`src/rtl/fifo_read_packer.sv`:
```
// Drains a fixed-latency FIFO read port in PAR_READ-word groups and packs PACK
// groups into one wide beat presented on a valid/ready stream.
module fifo_read_packer #(
   parameter int SIZE     = 16,
   parameter int PAR_READ = 1,
   parameter int PACK     = 4
) (
   input  logic                            clk,
   input  logic                            rstn,
   input  logic                            clear,
   input  logic                            empty,
   output logic                            ren,
   input  logic [PAR_READ*SIZE-1:0]        din,
   input  logic                            din_valid,
   output logic [PACK*PAR_READ*SIZE-1:0]   dout,
   output logic                            dout_valid,
   input  logic                            dout_ready,
   output logic [$clog2(PACK+1)-1:0]       fill,
   output logic                            protocol_err
);

   localparam int FW = $clog2(PACK+1);
   localparam int GW = PAR_READ*SIZE;

   typedef enum logic {ST_FILL, ST_FULL} state_t;

   state_t          state_reg;
   logic [FW-1:0]   fill_reg;
   logic [FW-1:0]   fill_next;
   logic [FW-1:0]   space;
   logic            inflight_reg;
   logic            discard_reg;
   logic            protocol_err_reg;
   logic            handshake;
   logic            accept;
   logic            unsolicited;
   logic [GW-1:0]   slot_reg [PACK];

   // A beat leaving this cycle frees every slot, so the next group may land in slot 0.
   assign handshake   = (state_reg == ST_FULL) && dout_ready;
   assign space       = handshake ? '0 : fill_reg;
   assign ren         = rstn && !empty && !clear
                        && ((int'(space) + int'(inflight_reg)) < PACK);
   assign accept      = din_valid && inflight_reg && !clear;
   assign unsolicited = din_valid && !inflight_reg && !discard_reg && !clear;
   assign fill_next   = accept ? space + FW'(1) : space;

   always_ff @(posedge clk) begin
      if (!rstn) begin
         state_reg        <= ST_FILL;
         fill_reg         <= '0;
         inflight_reg     <= 1'b0;
         discard_reg      <= 1'b0;
         protocol_err_reg <= 1'b0;
      end else if (clear) begin
         state_reg    <= ST_FILL;
         fill_reg     <= '0;
         inflight_reg <= 1'b0;
         discard_reg  <= inflight_reg;
      end else begin
         fill_reg     <= fill_next;
         state_reg    <= (fill_next == FW'(PACK)) ? ST_FULL : ST_FILL;
         inflight_reg <= ren;
         discard_reg  <= 1'b0;
         if (unsolicited)
            protocol_err_reg <= 1'b1;
      end
   end

   generate
      for (genvar gi = 0; gi < PACK; gi++) begin : g_slot
         always_ff @(posedge clk) begin
            if (!rstn)
               slot_reg[gi] <= '0;
            else if (accept && (space == FW'(gi)))
               slot_reg[gi] <= din;
         end
         assign dout[gi*GW +: GW] = slot_reg[gi];
      end
   endgenerate

   assign dout_valid   = (state_reg == ST_FULL);
   assign fill         = fill_reg;
   assign protocol_err = protocol_err_reg;

endmodule

```
`config.mk`:
```
export PLATFORM = sky130hd
export DESIGN_NAME = fifo_read_packer
export DESIGN_NICKNAME = d
export VERILOG_FILES = /design/src/rtl/fifo_read_packer.sv
export SDC_FILE = /design/constraint.sdc
export NUM_CORES = 1
export LEC_CHECK = 0
export CORE_UTILIZATION = 46
export CTS_CLUSTER_SIZE = 14
export DETAILED_ROUTE_END_ITERATION = 6
export GPL_TIMING_DRIVEN = 1
export PLACE_DENSITY = 0.8
export SYNTH_ARGS = -nofsm -noshare
export SYNTH_HDL_FRONTEND = slang
export SYNTH_SLANG_ARGS = --single-unit
```
`constraint.sdc`:
```
create_clock -name clk -period 3.4 [get_ports clk]
set_clock_uncertainty 0.15 [all_clocks]
set_input_delay 0.68 -clock clk [delete_from_list [all_inputs] [get_ports clk]]
set_output_delay 0.68 -clock clk [all_outputs]
set_load 0.05 [all_outputs]
```
Word level (Yosys, flattened, before mapping):

Memory sizes are Yosys's and may differ from the RTL's.
Index checks and enable logic that the tools add are counted.

* register bits: 7
* latch bits: 0
* RAM bits: 64
* memory bits (read-only): 0
* word-level logic and storage cells: 60
* memories: 1

* add/sub/neg operators: 2
* multipliers: 0
* div/mod/pow operators: 0
* magnitude comparators: 1
* equal/unequal tests: 4
* shift-type cells: 0
* multiplexer cells: 20
* bitwise operators: 6
* reductions and logical operators: 21

Memories
* slot_reg: depth 4, bits a word 16, read ports 4, clocked after Yosys merged registers in 0, wr ports 4, line 37 `logic [GW-1:0] slot_reg [PACK];`

Operators by type and width (count)
* 16-bit two-way mux: 4
* 1-bit two-way mux: 14
* 1-bit logical AND: 13
* 3-bit by 2-bit equality test with 1-bit output (second input constant): 2
* 3-bit two-way mux: 2
* 3-bit by 1-bit adder with 4-bit output: 1
* 1-bit zero test: 4
* 4-bit by 3-bit less-than comparator with 1-bit output (second input constant): 1
* 1-bit OR: 4
* 2-bit AND reduction: 2
* 3-bit by 1-bit adder with 3-bit output (second input constant): 1
* 3-bit by 1-bit equality test with 1-bit output (second input constant): 1
* 3-bit equality test (second input constant): 1
* 3-bit zero test: 1
* 1-bit inverter: 2
* 2-bit OR reduction: 1

Longest topological paths before layout:

Gate-level depths: netlist of run 1.

* depth after elaboration: 8
* mapped depth: 8
* depth with buffers taken out: 8

Least setup slack after synthesis of run 1:

OpenSTA, ideal clock, no wires.

* path kind: reg-to-reg
* start: register fill_reg[0], in the netlist fill[0]
* end: memory slot_reg[1][0] in the netlist's numbering (enable)
* arrival time: 2640 ps
* data required time: 2839 ps
* slack: 199 ps
* stages on the path, launching flop included: 5
* path buffers: 0
* clock period less this slack: 3201 ps
* cells stage by stage: dfxtp_1 a21boi_0 ha_1 inv_1 o21ai_0

RTL lines
* start: declaration: line 28 `logic [FW-1:0] fill_reg;`
* start signal: assignment: line 61 `fill_reg <= fill_next;`
* end: declaration: line 37

Worst setup path after layout of run 1:

* start: input dout_ready
* end: output ren

* word-level cells in the longest chain between the ends: 5

RTL lines
* start: declaration: line 17 `input logic dout_ready,`
* 1-bit logical AND: line 40 `assign handshake = (state_reg == ST_FULL) && dout_ready;`
* 3-bit two-way mux: line 41 `assign space = handshake ? '0 : fill_reg;`
* 3-bit by 1-bit adder with 4-bit output: line 43 `&& ((int'(space) + int'(inflight_reg)) < PACK);`
* 4-bit by 3-bit less-than comparator with 1-bit output: line 43
* 1-bit logical AND: line 43
* end: declaration: line 12 `output logic ren,`

Every way passes these cells.

==> summary.txt, run 1 <==
Timing
  – Max Freq: around 0.32 GHz
  – RSZ-0062 raised after global routing: no
  – Setup violations, final: 0
  – Slew Limit Fails: 0
  – Slew margin rel.: 0.4418
  – Fin crit share: 0.9079
  – Crit path time final: 3.087 ns
  – Slew @ Worst Pin: around 0.83 ns
  – Fin. Hold Viols: 0
  – Setup TNS: 0 ns

Floorplan
  – Initial core utilization: 0.4782
  – Die width: 80.68 um
  – Die ar.: 6509 um2
  – I/O pin count: approximately 90
  – Num rows: 28
  – Die Ht: 80.68 um
  – Core area: 5956 um2

Layout
  – Area delta synth->final: 44.51%
  – Cell area after layout: 4115 um2
  – Filler Cell Count: 430
  – Antenna cell count: 0
  – Nets: between 300 and 400
  – Flip-flop count of the largest register after layout: 64
  – Multi-input gate area: about 750 um2
  – Register area: 2062 um2
  – Post-layout util: 0.6910
  – Share of cells above drive strength 1: 0.1163

GRT
  – Initial antenna violation count: 0
  – Largest net degree at the start of global routing: 17
  – Vias in the first global route: 1804
  – Total GRT Usage: 0.1992
  – Global route overflow: 0
  – First-pass GRT wire length: 9.080 mm

Synthesis
  – Synth top area cells: edfxtp_1 67%, and2_1 13%, dfxtp_1 4.9%
  – Ys flop type: edfxtp_1
  – Mean post-synth cell area: 14.91 um2
  – Number of synthesis warnings: 0
  – Share of async-settable or async-resettable flops after synthesis: 0
  – #FFs+latches synth: 71
  – Syn_nets: 217
  – Synth top area share: 0.6749
  – Unique masters post-synth: 32
  – EDFF count, synth: 64
  – Register area share after synthesis: 0.7241
  – Largest area contributor in the netlist: edfxtp_1
  – Mapped Cells: about 190
  – Cell Area, Synth: 2848 um2

Min path
  – Worst hold path type: flop to flop

Job
  – Number of violations of the max-capacitance limit: 0

Routing
  – Remaining antenna violation count: 0
  – Residual DRC: 0
  – Pre-antenna DRT Iters: 4
  – First DRT Iteration DRCs: 94
  – Vias post-DR: 1840
  – Final Routed Wirelength: 6.107 mm
  – Via density: 4.894
  – Wirelength per Cell: about 16 um

Power
  – Internal Dissipation: roughly 1.5 mW
  – PwrDens: 473.2 nW/um2
  – Sequential share of power: 0.507
  – Worst VDD drop: 0.3737 mV
  – NetSw: between 0.4 and 0.5 mW
  – Leakage: roughly 1.5 nW
  – Comb pwr share: 0.125
  – Final Power: between 1.5 and 2 mW
  – Switching part of the total: 0.2443
  – Clock power frac: 0.367

CTS
  – Root Buffer: clkbuf_8
  – Max Root-Sink Buffers: 2
  – # hold bufs at CTS: 0
  – CTS resizes: 0
  – Clk sink count: 71
  – Number of CTS-inserted buffers: 9
  – Clock transition at path regs: 0.06 ns
  – CTS H-tree lvls: 3
  – CTS tree: built
  – Postcts setup bufs: 0
  – Clock latency on the worst-skew pair: 0.33 ns

Placement
  – I/O Buffers: 91
  – DP HPWL: 4.223 mm
  – Placed instance area: between 3000 and 4000 um2
  – Gp weighted congestion: 0.7502

Worst setup path
  – Crit path DAT: 2.26 ns
  – Setup slack, reg-to-reg: approximately 1.3 ns
  – Maximum fanout along the worst path: 7
  – CP max stage cell: clkdlybuf4s50_1
  – Slowest stage delay, CP: 0.58 ns
  – CP startpoint kind: input port
  – Classification of the worst setup path: input port to output pin
  – Worst setup EP type: output pin
  – Required @ worst endpoint: 2.57 ns
  – Buf/Inv on CP: 2
  – Critical path's top delay family: buffers and inverters
  – Cells along the critical path: clkdlybuf4s50_1 -> a21boi_4 -> or3_1 -> a31oi_1 -> buf_12

Outcome
  – Status: finished, final reports clean
-- synth_stat cells, types with 2 or more instances --
| library cell | n |
|---|---|
| nor3_1 | 4 |
| nor3_2 | 2 |
| and2_1 | 60 |
| nand2b_1 | 2 |
| buf_4 | 3 |
| o21ai_0 | 3 |
| a21oi_1 | 2 |
| ha_1 | 4 |
| inv_1 | 5 |
| or2_2 | 2 |
| a31oi_1 | 2 |
| nand2_1 | 13 |
| edfxtp_1 | 64 |
| dfxtp_1 | 7 |
-- placed cells by master, fill, tap and decap left out, types with 2 or more instances in the layout --
| cell type | n |
|---|---|
| a21oi_1 | 2 |
| a31oi_1 | 2 |
| and2_1 | 60 |
| buf_4 | 8 |
| bufinv_16 | 2 |
| clkbuf_8 | 9 |
| clkdlybuf4s50_1 | 90 |
| dfxtp_1 | 7 |
| edfxtp_1 | 64 |
| ha_1 | 4 |
| inv_1 | 5 |
| nand2_1 | 13 |
| nand2b_1 | 2 |
| nor3_1 | 4 |
| nor3_2 | 2 |
| o21ai_2 | 3 |
| or2_2 | 2 |
-- per-layer routing --
metal,routed length (um),share of wire,GRT usage,up-vias
met1,2411,0.39,0.2305,857
met4,55,0.0090,0.08571,0
met3,569,0.093,0.06591,4
li1,-,-,-,882
met2,3071,0.50,0.3356,97
met5,0,0,0,-
-- worst paths after layout --
kind,from,end,cells after the start
setup / recovery,dout_ready,ren,5
hold / removal,protocol_err,protocol_err,1
setup reg to reg,dout_valid,slot_reg[2][12],6
hold reg to reg,protocol_err,protocol_err,1
-- cell type report --
| type | instances | area share |
|---|---|---|
| Sequential cell | 71 | 0.5011 |
| Inverter | 5 | 0.004561 |
| Multi-Input combinational cell | 110 | 0.1815 |
| Clock inverter | 6 | 0.02067 |
| Timing Repair Buffer | 99 | 0.2384 |
| Tap cell | 75 | 0.02280 |
| Clock buffer | 10 | 0.03101 |
-- kinds of logic (layout without fill, tap and decap cells) --
| kind of cell | Yosys count | in the layout | synth area share |
|---|---|---|---|
| AO/OA/AOI/OAI | 12 | 12 | 0.03339 |
| XOR/XNOR | 1 | 1 | 0.003076 |
| adder cells (fa/ha/maj) | 4 | 4 | 0.01758 |
| buffers and inverters | 10 | 120 | 0.01757 |
| flip-flops | 71 | 71 | 0.7241 |
| AND/OR/NAND/NOR | 93 | 93 | 0.2043 |
-- metrics by stage --
| step | hold slack (ns) | cells | setup WS (ns) |
|---|---|---|---|
| 2_1_floorplan | 0.3518 | 191 | 0.1986 |
| 3_3_place_gp | 0.3034 | 360 | 0.3634 |
| 3_5_place_dp | 0.3028 | 360 | 0.3343 |
| 4_1_cts | 0.3182 | 376 | 0.3173 |
| 5_1_grt | 0.3589 | 376 | 0.2160 |
| 6_report | 0.3146 | 376 | 0.3130 |
-- power by group through the flow --
stage	clock (mW)	sequential, mW	combinational, mW
after detailed placement	0	1.01	0.245
after global placement	0	1.01	0.243
after floorplan	0	1.12	0.0238
final	0.715	0.988	0.244
after global routing	0.757	0.991	0.254
after CTS	0.723	0.989	0.246
No activity file was read; power rests on OpenSTA's default activity.
==> run 2: changes to the inputs <==
Settings changed: PLACE_DENSITY 0.8 to 0.85.
==> run 2 against run 1 <==
Net effect:
- power grew 3.3%
- critical path type unchanged
- register-to-register slack got worse by 0.03 ns
- worst hold slack improved by 0.0016 ns
- cell area grew 0.36%
- highest routed layer unchanged
- sequential share of layout area is 0.18 points lower
- fmax increased by 0.22%
- core utilization is 0.25 points higher
==> summary.txt, run 2 (synthesized netlist as in run 1, its figures left out) <==
Min path
  – Worst hold path type: flop to flop
  – Cells on Worst Hold Path: 1 (unchanged)
  – Min-delay src: protocol_err
  – Hold EP: protocol_err

Routing
  – Remaining antenna violation count: 0 (unchanged)
  – First DRT Iteration DRCs: 107 (+14%)
  – Final Routed Wirelength: 5.953 mm (-2.5%)
  – Pre-antenna DRT Iters: 4 (unchanged)
  – Via density: 4.976 (+1.7%)
  – Wirelength per Cell: 15.87 um (-2.3%)
  – Residual DRC: 0 (unchanged)
  – Vias post-DR: 1866 (+1.4%)

Power
  – Final Power: 2.011 mW (+3.3%)
  – Sequential share of power: 0.492 (-0.015)
  – Leakage: 1.531 nW (+0.67%)
  – Switching part of the total: 0.2328 (-0.01159)
  – Clock power frac: 0.388 (+0.021)
  – Internal Dissipation: 1.543 mW (+4.8%)
  – PwrDens: 486.9 nW/um2 (+2.9%)
  – NetSw: 0.4681 mW (-1.6%)
  – Worst VDD drop: 0.3330 mV (-11%)
  – Comb pwr share: 0.121 (-0.004)

Timing
  – Max Freq: 0.3247 GHz (+0.22%)
  – RSZ-0062 raised after global routing: no
  – Setup TNS: 0 ns (unchanged)
  – Fin. Hold Viols: 0 (unchanged)
  – Crit path time final: 3.080 ns (-0.006927 ns)
  – Setup ws final: 0.3200 ns (+0.006927 ns)
  – Fin crit share: 0.9059 (-0.002037)
  – Slew @ Worst Pin: 0.8175 ns (-0.01525 ns)
  – Slew margin rel.: 0.4549 (+0.01312)
  – Setup violations, final: 0 (unchanged)
  – Slew Limit Fails: 0 (unchanged)

Worst setup path
  – Worst r2r src: inflight_reg
  – Buf/Inv on CP: 2 (unchanged)
  – Required @ worst endpoint: 2.57 ns (about the same)
  – Setup slack, reg-to-reg: 1.25 ns (-0.03 ns)
  – CP max stage cell: clkdlybuf4s50_1
  – Classification of the worst setup path: input port to output pin
  – CP startpoint kind: input port
  – Worst r2r dst: slot_reg[2][5]
  – Critical path's top delay family: buffers and inverters
  – Maximum fanout along the worst path: 7 (unchanged)
  – Worst reg-to-reg path cell count: 3 (-3)
  – Slowest stage delay, CP: 0.58 ns (about the same)
  – Cells along the critical path: clkdlybuf4s50_1 -> a21boi_4 -> or3_1 -> a31oi_1 -> buf_12
  – Worst setup EP type: output pin
  – Crit path DAT: 2.25 ns (about the same)

GRT
  – Grt met1 use: 0.2217 (-0.008816)
  – Largest net degree at the start of global routing: 17 (unchanged)
  – Initial antenna violation count: 0 (unchanged)
  – Vias in the first global route: 1771 (-1.8%)
  – Gr busiest metal: met2
  – First-pass GRT wire length: 8.894 mm (-2.0%)
  – Global route overflow: 0 (unchanged)
  – Met3 usage: 0.04205 (-0.02386)
  – Met2 Usage GRT: 0.3432 (+0.007627)
  – Total GRT Usage: 0.1948 (-0.004379)

Placement
  – DP HPWL: 4.259 mm (+0.84%)
  – I/O Buffers: 91 (unchanged)
  – Pre-CTS setup slack: 0.3495 ns (+0.01517 ns)
  – Gp weighted congestion: 0.7608 (+1.4%)

Layout
  – Post-layout util: 0.6935 (+0.002521)
  – Commonest cells after routing, fill and taps aside: 90 x clkdlybuf4s50_1, 64 x edfxtp_1, 60 x and2_1
  – Nets: 321 (-0.31%)
  – Share of cells above drive strength 1: 0.1133 (-0.002946)
  – Multi-input gate area: 747.0 um2 (unchanged)
  – Filler Cell Count: 419 (-2.6%)
  – Register area: 2062 um2 (unchanged)
  – Flip-flop count of the largest register after layout: 64 (unchanged)
  – Antenna cell count: 0 (unchanged)
  – Most common cell after layout, fill and taps aside: clkdlybuf4s50_1
  – Area delta synth->final: 45.04%

CTS
  – # hold bufs at CTS: 0 (unchanged)
  – Postcts setup bufs: 0 (unchanged)
  – CTS H-tree lvls: 3 (unchanged)
  – Root Buffer: clkbuf_8
  – CTS resizes: 0 (unchanged)
  – Clk sink count: 71 (unchanged)
  – Max Root-Sink Buffers: 2 (unchanged)
  – CTS tree: built
  – Clock transition at path regs: 0.07 ns (about the same)
  – Clock latency on the worst-skew pair: 0.33 ns (about the same)
  – Number of CTS-inserted buffers: 9 (unchanged)

Floorplan
  – Die width: 80.68 um (unchanged)
  – Core area: 5956 um2 (unchanged)
  – Die ar.: 6509 um2 (unchanged)
  – Die Ht: 80.68 um (unchanged)
  – Num rows: 28 (unchanged)
  – Initial core utilization: 0.4782 (unchanged)
  – I/O pin count: 92 (unchanged)

Outcome
  – Status: finished, final reports clean

Job
  – Number of violations of the max-capacitance limit: 0 (unchanged)
==> run 2: metal layers <==
layer | routed length (um) | share of wire
met1 | 2394 | 0.40
met2 | 3030 | 0.51
met3 | 417 | 0.070
met4 | 111 | 0.019
met5 | 0 | 0
==> run 2: cell type report <==
type,count,share of cell area
timing repair buffer,98,0.2357
clock buffer,9,0.02999
tap,75,0.02272
clock inverter,7,0.02696
multi-input combinational,110,0.1809
inverter,5,0.004544
sequential,71,0.4992
==> run 2: worst max-delay path by stage <==
| stage | startpoint | end | slack [ns] | cells past startpoint |
|---|---|---|---|---|
| final | dout_ready | ren | 0.32 | 5 |
| after global routing | dout_ready | ren | 0.27 | 5 |
| after CTS | dout_ready | ren | 0.33 | 5 |
| after detailed placement | dout_ready | ren | 0.35 | 5 |
| after global placement | dout_ready | ren | 0.36 | 5 |
| after floorplan | fill[0] | slot_reg[1][0] | 0.20 | 4 |
==> run 2: worst register-to-register path, stage by stage (launching register included) <==
cell and delay, ns:
dfxtp_1 0.46, and3b_1 0.26, nand2b_1 0.21, o21ai_2 0.70
==> run 2: per-stage QoR <==
stage / area [um2] / std cells / hold WS (ns)
after detailed placement: 3895 / 359 / 0.3076
after global placement: 3895 / 359 / 0.3041
after floorplan: 2848 / 191 / 0.3518
after CTS: 4130 / 375 / 0.3194
final: 4130 / 375 / 0.3162
after global routing: 4130 / 375 / 0.3290
==> run 2: power groups by stage <==
stage | logic, mW | clock network [mW] | registers [mW]
3_3_place_gp | 0.242 | 0 | 1.01
4_1_cts | 0.245 | 0.788 | 0.989
6_report | 0.243 | 0.780 | 0.989
5_1_grt | 0.253 | 0.824 | 0.991
3_5_place_dp | 0.244 | 0 | 1.01
2_1_floorplan | 0.0238 | 0 | 1.12
